<file path="src/rtl/multicycle_ctrl_unit.sv">
// Multi-cycle RV32I control FSM: FETCH/DECODE/EXEC/MEM/WB with ready
// timeouts, trap reporting and a retired-instruction counter.
//
// Ports:
//   clk, rst        - clock, async active-low reset
//   opcode          - IR[6:0], valid from DECODE onward
//   branch_taken    - ALU branch compare, valid in EXEC
//   imem_ready      - instruction memory data valid
//   dmem_ready      - data memory access complete
//   IM_read_en      - fetch request
//   IR_load         - latch fetched word into IR
//   DM_read_en      - data read request (MEM, loads)
//   DM_write_en     - data write request (MEM, stores)
//   port_A_sel      - ALU A: 00 rs1, 01 PC, 10 zero
//   port_B_sel      - ALU B: 0 rs2, 1 imm
//   imm_en          - immediate generator enable
//   write_MUX_sel   - RF data: 00 ALU, 01 DM, 10 PC+4
//   PC_MUX_sel      - next PC: 0 PC+4, 1 ALU result
//   PC_write        - PC load
//   reg_write_en    - RF write
//   trap            - sticky fault flag
//   trap_cause      - 01 illegal, 10 imem timeout, 11 dmem timeout
//   instret_count   - retired instructions
module multicycle_ctrl_unit #(
  parameter int WIDTH       = 32,
  parameter int OPCODE_W    = 7,
  parameter int MEM_TIMEOUT = 16
) (
  input  logic                clk,
  input  logic                rst,
  input  logic [OPCODE_W-1:0] opcode,
  input  logic                branch_taken,
  input  logic                imem_ready,
  input  logic                dmem_ready,
  output logic                IM_read_en,
  output logic                IR_load,
  output logic                DM_read_en,
  output logic                DM_write_en,
  output logic [1:0]          port_A_sel,
  output logic                port_B_sel,
  output logic                imm_en,
  output logic [1:0]          write_MUX_sel,
  output logic                PC_MUX_sel,
  output logic                PC_write,
  output logic                reg_write_en,
  output logic                trap,
  output logic [1:0]          trap_cause,
  output logic [WIDTH-1:0]    instret_count
);

  typedef enum logic [2:0] {
    S_FETCH,
    S_DECODE,
    S_EXEC,
    S_MEM,
    S_WB,
    S_TRAP
  } state_t;

  localparam int CW = $clog2(MEM_TIMEOUT);
  localparam logic [CW-1:0] LIM = CW'(MEM_TIMEOUT - 1);

  localparam logic [OPCODE_W-1:0] OC_LUI   = OPCODE_W'(7'b0110111);
  localparam logic [OPCODE_W-1:0] OC_AUIPC = OPCODE_W'(7'b0010111);
  localparam logic [OPCODE_W-1:0] OC_JAL   = OPCODE_W'(7'b1101111);
  localparam logic [OPCODE_W-1:0] OC_JALR  = OPCODE_W'(7'b1100111);
  localparam logic [OPCODE_W-1:0] OC_BR    = OPCODE_W'(7'b1100011);
  localparam logic [OPCODE_W-1:0] OC_LD    = OPCODE_W'(7'b0000011);
  localparam logic [OPCODE_W-1:0] OC_ST    = OPCODE_W'(7'b0100011);
  localparam logic [OPCODE_W-1:0] OC_OPI   = OPCODE_W'(7'b0010011);
  localparam logic [OPCODE_W-1:0] OC_OP    = OPCODE_W'(7'b0110011);

  state_t              state;
  logic [OPCODE_W-1:0] opcode_q;
  logic [CW-1:0]       wait_cnt;

  logic is_lui, is_auipc, is_jal, is_jalr;
  logic is_br, is_ld, is_st, is_op;
  logic legal, retire;

  assign is_lui   = (opcode_q == OC_LUI);
  assign is_auipc = (opcode_q == OC_AUIPC);
  assign is_jal   = (opcode_q == OC_JAL);
  assign is_jalr  = (opcode_q == OC_JALR);
  assign is_br    = (opcode_q == OC_BR);
  assign is_ld    = (opcode_q == OC_LD);
  assign is_st    = (opcode_q == OC_ST);
  assign is_op    = (opcode_q == OC_OP);

  // Legality is judged on the live IR field while in DECODE.
  assign legal = (opcode == OC_LUI)  || (opcode == OC_AUIPC) ||
                 (opcode == OC_JAL)  || (opcode == OC_JALR)  ||
                 (opcode == OC_BR)   || (opcode == OC_LD)    ||
                 (opcode == OC_ST)   || (opcode == OC_OPI)   ||
                 (opcode == OC_OP);

  assign retire = (state == S_WB) ||
                  (state == S_EXEC && is_br) ||
                  (state == S_MEM && is_st && dmem_ready);

  always_ff @(posedge clk or negedge rst) begin
    if (!rst) begin
      state         <= S_FETCH;
      opcode_q      <= '0;
      wait_cnt      <= '0;
      instret_count <= '0;
      trap          <= 1'b0;
      trap_cause    <= 2'b00;
    end else begin
      unique case (state)
        S_FETCH: begin
          // Ready on the limit cycle wins over the timeout.
          if (imem_ready) begin
            state    <= S_DECODE;
            wait_cnt <= '0;
          end else if (wait_cnt == LIM) begin
            state      <= S_TRAP;
            trap       <= 1'b1;
            trap_cause <= 2'b10;
          end else begin
            wait_cnt <= wait_cnt + CW'(1);
          end
        end
        S_DECODE: begin
          opcode_q <= opcode;
          if (legal) begin
            state <= S_EXEC;
          end else begin
            state      <= S_TRAP;
            trap       <= 1'b1;
            trap_cause <= 2'b01;
          end
        end
        S_EXEC: begin
          wait_cnt <= '0;
          if (is_br)              state <= S_FETCH;
          else if (is_ld || is_st) state <= S_MEM;
          else                    state <= S_WB;
        end
        S_MEM: begin
          if (dmem_ready) begin
            wait_cnt <= '0;
            state    <= is_st ? S_FETCH : S_WB;
          end else if (wait_cnt == LIM) begin
            state      <= S_TRAP;
            trap       <= 1'b1;
            trap_cause <= 2'b11;
          end else begin
            wait_cnt <= wait_cnt + CW'(1);
          end
        end
        S_WB: state <= S_FETCH;
        default: state <= S_TRAP;
      endcase
      if (retire)
        instret_count <= instret_count + WIDTH'(1);
    end
  end

  // Control decode; held low while reset is asserted so that a
  // mid-access reset drops enables without waiting for a clock.
  always_comb begin
    IM_read_en    = 1'b0;
    IR_load       = 1'b0;
    DM_read_en    = 1'b0;
    DM_write_en   = 1'b0;
    port_A_sel    = 2'b00;
    port_B_sel    = 1'b0;
    imm_en        = 1'b0;
    write_MUX_sel = 2'b00;
    PC_MUX_sel    = 1'b0;
    PC_write      = 1'b0;
    reg_write_en  = 1'b0;
    if (rst) begin
      unique case (state)
        S_FETCH: begin
          IM_read_en = 1'b1;
          IR_load    = imem_ready;
        end
        S_DECODE: imm_en = 1'b1;
        S_EXEC: begin
          unique case (1'b1)
            is_op: begin
              port_A_sel = 2'b00;
              port_B_sel = 1'b0;
            end
            is_lui: begin
              port_A_sel = 2'b10;
              port_B_sel = 1'b1;
            end
            is_auipc, is_jal: begin
              port_A_sel = 2'b01;
              port_B_sel = 1'b1;
            end
            is_br: begin
              port_A_sel = 2'b01;
              port_B_sel = 1'b1;
              PC_write   = 1'b1;
              PC_MUX_sel = branch_taken;
            end
            default: begin
              port_A_sel = 2'b00;
              port_B_sel = 1'b1;
            end
          endcase
        end
        S_MEM: begin
          DM_read_en  = is_ld;
          DM_write_en = is_st;
          PC_write    = is_st && dmem_ready;
        end
        S_WB: begin
          reg_write_en = 1'b1;
          PC_write     = 1'b1;
          PC_MUX_sel   = is_jal || is_jalr;
          if (is_ld)
            write_MUX_sel = 2'b01;
          else if (is_jal || is_jalr)
            write_MUX_sel = 2'b10;
        end
        default: ;
      endcase
    end
  end

endmodule
</file>
<file path="config.mk">
export PLATFORM = sky130hd
export DESIGN_NAME = multicycle_ctrl_unit
export DESIGN_NICKNAME = d
export VERILOG_FILES = /design/src/rtl/multicycle_ctrl_unit.sv
export SDC_FILE = /design/constraint.sdc
export NUM_CORES = 1
export LEC_CHECK = 0
export BUFFER_PORTS_ARGS = -buffer_cell sky130_fd_sc_hd__buf_2
export CAP_MARGIN = 20
export CORE_ASPECT_RATIO = 2
export CORE_MARGIN = 5
export CORE_UTILIZATION = 54
export CTS_BUF_LIST = sky130_fd_sc_hd__clkbuf_16
export CTS_CLUSTER_SIZE = 8
export DETAILED_ROUTE_END_ITERATION = 10
export HOLD_SLACK_MARGIN = 0.15
export PLACE_DENSITY_LB_ADDON = 0.1
export SYNTH_ARGS = -nofsm -noshare
export SYNTH_HDL_FRONTEND = slang
export SYNTH_SLANG_ARGS = --single-unit
</file>
<file path="constraint.sdc">
create_clock -name clk -period 2.29 [get_ports clk]
set_input_delay 0.229 -clock clk [delete_from_list [all_inputs] [get_ports clk]]
set_output_delay 0.229 -clock clk [all_outputs]
set_load 0.01 [all_outputs]
</file>
* Yosys cells after proc, flatten, opt, wreduce, memory -nomap -nowiden
Cells that the tools add are included.
Word-level totals: register bits 49, input bits 12, logic and storage cells 108
Operators by class: add/subtract/negate cells 2, equal/unequal tests 27, mux-type cells 51, reductions and logical operators 22
Operators with widths (number):
- equality test 7 x 6 -> 1 bit (second input constant) | 6
- equality test 7 bit (second input constant) | 6
- adder 32 x 1 -> 32 bit (second input constant) | 1
- two-way mux 1 bit | 23
- two-way mux 2 bit | 11
- equality test 7 x 5 -> 1 bit (second input constant) | 3
- two-way mux 3 bit | 7
- case mux 3 bit (5 select lines) | 1
- equality test 7 x 2 -> 1 bit (second input constant) | 2
- logical OR 1 bit | 12
- two-way mux 4 bit | 3
- case mux 4 bit (3 select lines) | 1
- inequality test 2 bit (second input constant) | 4
- equality test 3 x 2 -> 1 bit (second input constant) | 2
- case mux 1 bit (3 select lines) | 2
- case mux 2 bit (3 select lines) | 1
- AND reduction 6 bit | 1
- nonzero test 3 bit | 2
- adder 4 x 1 -> 4 bit (second input constant) | 1
- equality test 4 bit (second input constant) | 1
- logical AND 1 bit | 4
- case mux 2 bit (2 select lines) | 1
- AND reduction 4 bit | 1
- equality test 3 x 1 -> 1 bit (second input constant) | 1
- other kinds (5) | 5

* Depth between registers and ports, before layout
Gate-level depths: netlist (run 1).
word-level depth 11, gate-level depth with buffers 8

* Least setup slack after synthesis (run 1)
OpenSTA, ideal clock, no wires.
kind flip-flop to flip-flop, start point register opcode_q[2], end point register instret_count[14], arrival time 1.758 ns, required time 2.211 ns, setup slack 0.453 ns, stages on the path, launching flop included 8, path buffers 2, period minus slack after synthesis 1.837 ns, cells stage by stage dfrtp_1 and4bb_2 a41oi_1 and2_1 buf_6 buf_6 nor4_2 xor2_1
On the way: longest elaborated chain between the ends 4, elaborated cells between the ends (all ways) 7, classes of those cells 2 x eq/ne; 5 x reduce/logical
RTL lines:
- start: declaration | line 74 | logic [OPCODE_W-1:0] opcode_q;
- start signal: assignment | line 125 | opcode_q <= opcode;
- equality test 7 bit / equality test 7 x 6 -> 1 bit (equally long branches) | line 85, 87
- logical AND 1 bit (on tied branches) | line 98, 99
- logical OR 1 bit / logical AND 1 bit (equally long branches) | line 97, 99
- logical OR 1 bit * | line 98 | (state == S_EXEC && is_br) ||
- end signal: assignment | line 156 | instret_count <= instret_count + WIDTH'(1);
- end: declaration | line 48 | output logic [WIDTH-1:0] instret_count
Mark *: on every way between the ends. The rest lies on a longest branch, timed or not. A chain may end at the register's enable or synchronous reset.

* Final worst setup path (run 1)
start point register opcode_q[2], end point output port PC_write
On the way: longest elaborated chain between the ends 4, elaborated cells between the ends (all ways) 6, classes of those cells 2 x eq/ne; 3 x mux; 1 x reduce/logical
RTL lines:
- equality test 7 bit / equality test 7 x 6 -> 1 bit (equally long branches) | line 85, 87
- two-way mux 1 bit / logical AND 1 bit (equally long branches) | line 182, 210
- case mux 1 bit (3 select lines) * | line 175 | unique case (state)
- two-way mux 1 bit * | line 174 | if (rst) begin
- end: declaration | line 44 | output logic PC_write,
Marked as above.

==> results of run 1 <==
[power by group through the flow]
stage,registers (W),clock network [W],logic (W)
floorplan,0.00122,0,0.000727
global placement,0.00127,0,0.000982
detailed placement,0.00128,0,0.000997
CTS,0.00126,0.000725,0.00101
global route,0.00130,0.000760,0.00111
finish,0.00127,0.000716,0.00100
[per-stage QoR]
step / hold slack, ns / total power (W) / worst slack (ns) / instances
6_report: 0.174 / 0.00299 / 0.141 / 400
5_1_grt: 0.186 / 0.00317 / 0.0338 / 400
4_1_cts: 0.174 / 0.00299 / 0.138 / 400
3_5_place_dp: 0.0859 / 0.00227 / 0.266 / 391
3_3_place_gp: 0.0851 / 0.00225 / 0.412 / 391
2_1_floorplan: -0.0666 / 0.00195 / 0.453 / 271
[sequential cells by signal, indices dropped and copies added, names as in the netlist]
signal,cells
wait_cnt,4
opcode_q,7
trap_cause,2
instret_count,32
trap,1
state,3
[cell type report]
class,count,area [µm²]
Tap cell,57,71.3
Timing Repair Buffer,72,408
Fill cell,430,1600
Inverter,3,11.3
Clock buffer,5,125
Sequential cell,49,1230
Multi-Input combinational cell,211,1410
Clock inverter,3,15.0
[cell usage in the layout (no fill, tap or decap), types with 3 or more instances in the layout]
cell	n
a21oi_1	8
and2_1	3
and3_1	8
buf_2	59
buf_4	11
clkbuf_16	5
dfrtp_1	49
inv_1	5
mux2_2	6
nand2_1	31
nand2b_1	10
nand3_1	15
nand3b_1	3
nand4_1	9
nor2_1	17
nor2b_1	3
nor3_1	11
nor3b_1	5
nor4_1	8
nor4_2	8
nor4b_2	3
o21ai_0	5
xnor2_1	10
xor2_1	22
[metal layers]
layer / up-vias / global-route usage [%]
met5: - / 0
li1: 1114 / -
met2: 74 / 42.6
met4: 0 / 13.5
met3: 29 / 4.47
met1: 1146 / 22.8
[cell families after synthesis]
family                     count (synthesis)  synth area share, %
and+or+nand+nor                          144                 31.9
DFF                                       49                 45.7
xor gates and xnor gates                  32                 10.4
AOI/OAI and AO/OA                         27                 6.39
buffers and inverters                     11                 2.15
muxes                                      6                 2.52
adders and majority gates                  2                0.933
[repair_timing]
| item | CTS | global route |
|---|---|---|
| hold buffers | 1 | 0 |
| endpoints found under the hold margin | 49 | 0 |
| buffers inserted | 0 | 0 |
| setup endpoints to repair | 0 | 1 |
| gates resized for setup | 0 | 1 |
[worst reg2reg max path, stage by stage (launching register included)]
cell and delay (ns):
dfrtp_1 0.45, and4bb_2 0.39, a41oi_1 0.15, and2_1 0.22, buf_12 0.17, nor4_1 0.38
xor2_1 0.22
[worst paths after layout]
kind / to / slack, ns
worst max-delay path: PC_write / 0.14
worst min-delay path: opcode_q[5]$_DFFE_PN0P_ / 0.17
worst max register to register: instret_count[26]$_DFFE_PN0P_ / 0.23
worst min register to register: trap$_DFFE_PN0P_ / 0.46
max in group asynchronous: trap_cause[0]$_DFFE_PN0P_ / 1.49
min in group asynchronous: instret_count[21]$_DFFE_PN0P_ / 0.31
==> results.yml, run 1 <==
outcome:
  status: "completed"
pwr:
  p_seq_share_pct: 42.6
  internal_power_w: 0.00187
  max-vdd-ir-drop_uv: 720
  power_density_mw_per_mm2: 917
  clkPwrFrac_pct: 23.9
  p_comb_share_pct: 33.5
  p_sw_share_pct: 37.6
  p_leak_nw: 1.35
  p_sw_w: 0.00113
place:
  io_buffers: 59
  gp_congestion: 0.873
  hpwl_um: 5360
  placed_cell_area_mm2: 0.00311
sta:
  fin_crit_ns: 2.15
  hold_violations: 0
  rsz0062_at_grt: "false"
  setup_tns_ns: 0
  min_period_over_period_pct: 93.8
  skew_ns: 0.00947
  maxSlewViolCount: 0
  setup_viol: 0
  worst_pin_slew_ns: 0.397
  fmax_mhz: 465
  maxSlewHeadroom_pct: 73.3
floorplan:
  num_rows: 36
  io_pins: 60
  die-area_mm2: 0.00656
  core_area_mm2: 0.00486
  die_x_um: 59.8
  die_y_um: 110
  start_util_pct: 55.1
synthesis:
  synth-edff-count: 0
  yosysTopAreaCellShare_pct: 45.7
  synthCells: 271
  yosys_warnings: 0
  syn_area_mm2: 0.00268
  synthTopCellsByCount: "49 x dfrtp_1, 31 x nand2_1, 22 x xor2_1"
  ys_seq_area_share_pct: 45.7
  synth.distinct_cells: 44
  synth_most_common_cell: "dfrtp_1"
  async_reset_ff_share_pct: 100
  syn_avg_cell_area_um2: 9.90
  synth_nets: 285
  yosysTopAreaCell: "dfrtp_1"
  synthFlopType: "dfrtp_1"
  synth.ff_latch_count: 49
  synth_area_leaders: "dfrtp_1 46%, xor2_1 7.2%, nand2_1 4.3%, nor4_2 3.7%, xnor2_1 3.3%"
worst_setup_path:
  cp_slowest_cell: "dfrtp_1"
  cp_cell_sequence: "and4bb_2, a41oi_1, and2_1, buf_12, nor2_1, buf_2"
  startpoint_type: "register"
  worstPathRequired_ns: 2.06
  crit_path_start: "opcode_q[2]$_DFFE_PN0P_"
  path_buf_inv: 2
  crit_family: "simple AND/OR/NAND/NOR gates"
  arrival_ns: 1.92
  crit_path_max_incr_delay_ns: 0.45
  reg2regPathDepth: 6
  endpoint_kind: "output port"
  regToRegStartpoint: "opcode_q[2]$_DFFE_PN0P_"
  worst-path-max-fanout: 25
  path_class: "register to output port"
  cp.depth: 6
grt:
  grt_first_pass_wirelength_um: 11400
  grt_max_degree: 26
  globalRouteOverflowTotal: 0
  grtUsageTotal_pct: 23.2
  grt_pass1_vias: 2448
  antenna_found_initial: 0
routing:
  maxUsedRoutingLayer: "met4"
  routedWlPerCell_um: 17.6
  wl_met1_um: 2430
  ant_nets: 0
  viasPerCell: 5.91
  met3_length_um: 297
  drt-pass1-iter-count: 4
  drt_iter0_markers: 106
  drt_wl_total_um: 7040
  remaining_drc_errors: 0
  dr_wl_met2_um: 3980
  vias: 2363
final_layout:
  drive_gt1_share_pct: 28.6
  area_delta_synth_final_pct: 21.6
  final_cell_area_mm2: 0.00326
  insertedDiodeCount: 0
  finish.utilization_pct: 67.1
  nets: 356
clock_tree:
  h-tree-depth: 2
  clkTransAtPathRegs_ns: 0.06
  cts_tree: "built"
  clockBufferDepth: 2
  numCtsBuffers: 5
  cts_root_buf: "clkbuf_16"
  cts.sink_count: 49
  insertion_delay_ns: 0.29
worst_hold_path:
  min_path_cells: 3
  min_from: "opcode[5]"
  holdCritPathClass: "input pin to register"
job:
  maxCapViolations: 0
(Power assumes the default switching activity.)
==> inputs of run 2 (changes only) <==
Settings changed: BUFFER_PORTS_ARGS -buffer_cell sky130_fd_sc_hd__buf_2 to -buffer_cell sky130_fd_sc_hd__buf_4, CTS_CLUSTER_SIZE 8 to 14.
==> run 2 against run 1 <==
Effect of this change:
- clock skew shrank 0.0036 ns
- register-to-register slack barely moved
- first-iteration DRC count shrank 3.8%
- sequential share of layout area is 1.7 points lower
- clock power grew 13%
- worst setup slack improved by 0.074 ns
- fmax rose by 3.6%
- via count shrank 2.3%
- cell count is 0.50% lower
- non-clock buffer count fell by 1
- critical path type is now register to register
- critical endpoint is now instret_count[14]$_DFFE_PN0P_
==> results.yml, run 2 (synthesized netlist as in run 1, its figures left out) <==
outcome:
  status: "completed"
clock_tree:
  cts_setup_buffers: 0
  cts.sink_count: 49
  cts_tree: "built"
  numCtsBuffers: 5
  hold_buffers: 1
  clkTransAtPathRegs_ns: 0.07
  cts_resized: 0
  clockBufferDepth: 2
  insertion_delay_ns: 0.28
  cts_root_buf: "clkbuf_16"
  h-tree-depth: 2
floorplan:
  die_x_um: 59.8
  core_area_mm2: 0.00486
  num_rows: 36
  io_pins: 60
  die-area_mm2: 0.00656
  die_y_um: 110
  start_util_pct: 55.1
pwr:
  finalPower_w: 0.00313
  power_density_mw_per_mm2: 917
  p_sw_w: 0.00111
  p_seq_share_pct: 40.4
  p_comb_share_pct: 33.9
  p_leak_nw: 1.40
  clkPwrFrac_pct: 25.8
  internal_power_w: 0.00203
  p_sw_share_pct: 35.4
  max-vdd-ir-drop_uv: 736
worst_setup_path:
  rr_endpoint: "instret_count[14]$_DFFE_PN0P_"
  regToRegStartpoint: "state[0]$_DFF_PN0_"
  worstPathRequired_ns: 2.50
  r2r_setup_slack_ns: 0.22
  path_class: "register to register"
  arrival_ns: 2.28
  reg2regPathDepth: 6
  endpoint_kind: "register"
  worst-path-max-fanout: 24
  startpoint_type: "register"
routing:
  vias: 2308
  remaining_drc_errors: 0
  drt-pass1-iter-count: 4
  drt_wl_total_um: 6690
  drt_iter0_markers: 102
  ant_nets: 0
  viasPerCell: 5.80
  routedWlPerCell_um: 16.8
final_layout:
  seqCellArea_mm2: 0.00123
  layout_commonest_cell: "buf_4"
  regMostFlops: "instret_count"
  layout_common_cells: "69 x buf_4, 49 x dfrtp_1, 31 x nand2_1"
  multiInputGateArea_mm2: 0.00140
  largest_register_ffs: 32
  final.fill_count: 374
  drive_gt1_share_pct: 28.4
  area_delta_synth_final_pct: 27.3
  insertedDiodeCount: 0
  top_regs: "instret_count (32), opcode_q (7), wait_cnt (4)"
  nets: 355
sta:
  whs_ns: 0.188
  min_period_over_period_pct: 90.6
  setup_tns_ns: 0
  worst_pin_slew_ns: 0.491
  maxSlewViolCount: 0
  hold_violations: 0
  maxSlewHeadroom_pct: 67.0
  setup_viol: 0
  fin_crit_ns: 2.07
  skew_ns: 0.00591
  fmax_mhz: 482
  rsz0062_at_grt: "false"
grt:
  grt_pass1_vias: 2342
  grtUsageTotal_pct: 21.9
  globalRouteOverflowTotal: 0
  grt_first_pass_wirelength_um: 11000
  grt_max_degree: 36
  antenna_found_initial: 0
worst_hold_path:
  holdCritPathClass: "input pin to register"
  min_path_cells: 2
  min_from: "opcode[3]"
  whs_endpoint: "opcode_q[3]$_DFFE_PN0P_"
place:
  gp_congestion: 0.890
  hpwl_um: 5260
  io_buffers: 59
job:
  maxCapViolations: 0
==> run 2: final cells by class <==
type | count | area share, %
multi-input cells | 211 | 41.0
flip-flops and latches | 49 | 35.9
repair buffers | 71 | 16.0
clock buffers | 5 | 3.66
well taps | 57 | 2.09
clock inverters | 2 | 1.03
inverters | 3 | 0.330
==> run 2: worst max-delay path: stages (launching register included) <==
cell and delay (ns):
dfrtp_1 0.46, nor4b_1 0.45, nand4_1 0.16, and2_1 0.20
buf_12 0.17, nor4_2 0.40, xor2_1 0.17
==> run 2: metal layers <==
layer  GRT usage, %  up-vias  wire length, µm
li1               -     1110                -
met1           22.8     1133             2350
met2           42.8       52             3950
met3           2.47       13              223
met4           7.13        0              164
met5              0        -                0
==> run 2: power groups by stage <==
| stage | clock, W | sequential, W | combinational, W |
|---|---|---|---|
| after floorplan | 0 | 0.00122 | 0.000727 |
| after global placement | 0 | 0.00127 | 0.00104 |
| after detailed placement | 0 | 0.00127 | 0.00106 |
| after CTS | 0.000822 | 0.00126 | 0.00107 |
| after global routing | 0.000859 | 0.00129 | 0.00118 |
| final | 0.000808 | 0.00126 | 0.00106 |
==> run 2: how the worst max path moves through the flow <==
stage / startpoint / end / slack [ns] / depth (start not counted)
final: state[0]$_DFF_PN0_ / instret_count[14]$_DFFE_PN0P_ / 0.22 / 6
after global routing: state[0]$_DFF_PN0_ / instret_count[28]$_DFFE_PN0P_ / 0.03 / 6
after CTS: state[2]$_DFF_PN0_ / port_A_sel[1] / 0.21 / 5
after detailed placement: state[0]$_DFF_PN0_ / instret_count[14]$_DFFE_PN0P_ / 0.23 / 6
after global placement: state[0]$_DFF_PN0_ / instret_count[14]$_DFFE_PN0P_ / 0.31 / 6
after floorplan: opcode_q[2]$_DFFE_PN0P_ / instret_count[14]$_DFFE_PN0P_ / 0.45 / 7
==> run 2: stage by stage <==
| step | area (µm²) | util, % | worst slack [ns] | cells |
|---|---|---|---|---|
| CTS | 3420 | 70.2 | 0.214 | 398 |
| global route | 3420 | 70.2 | 0.0315 | 398 |
| global placement | 3250 | 66.7 | 0.305 | 390 |
| floorplan | 2680 | - | 0.453 | 271 |
| detailed placement | 3250 | 66.7 | 0.228 | 390 |
| finish | 3420 | 70.2 | 0.215 | 398 |
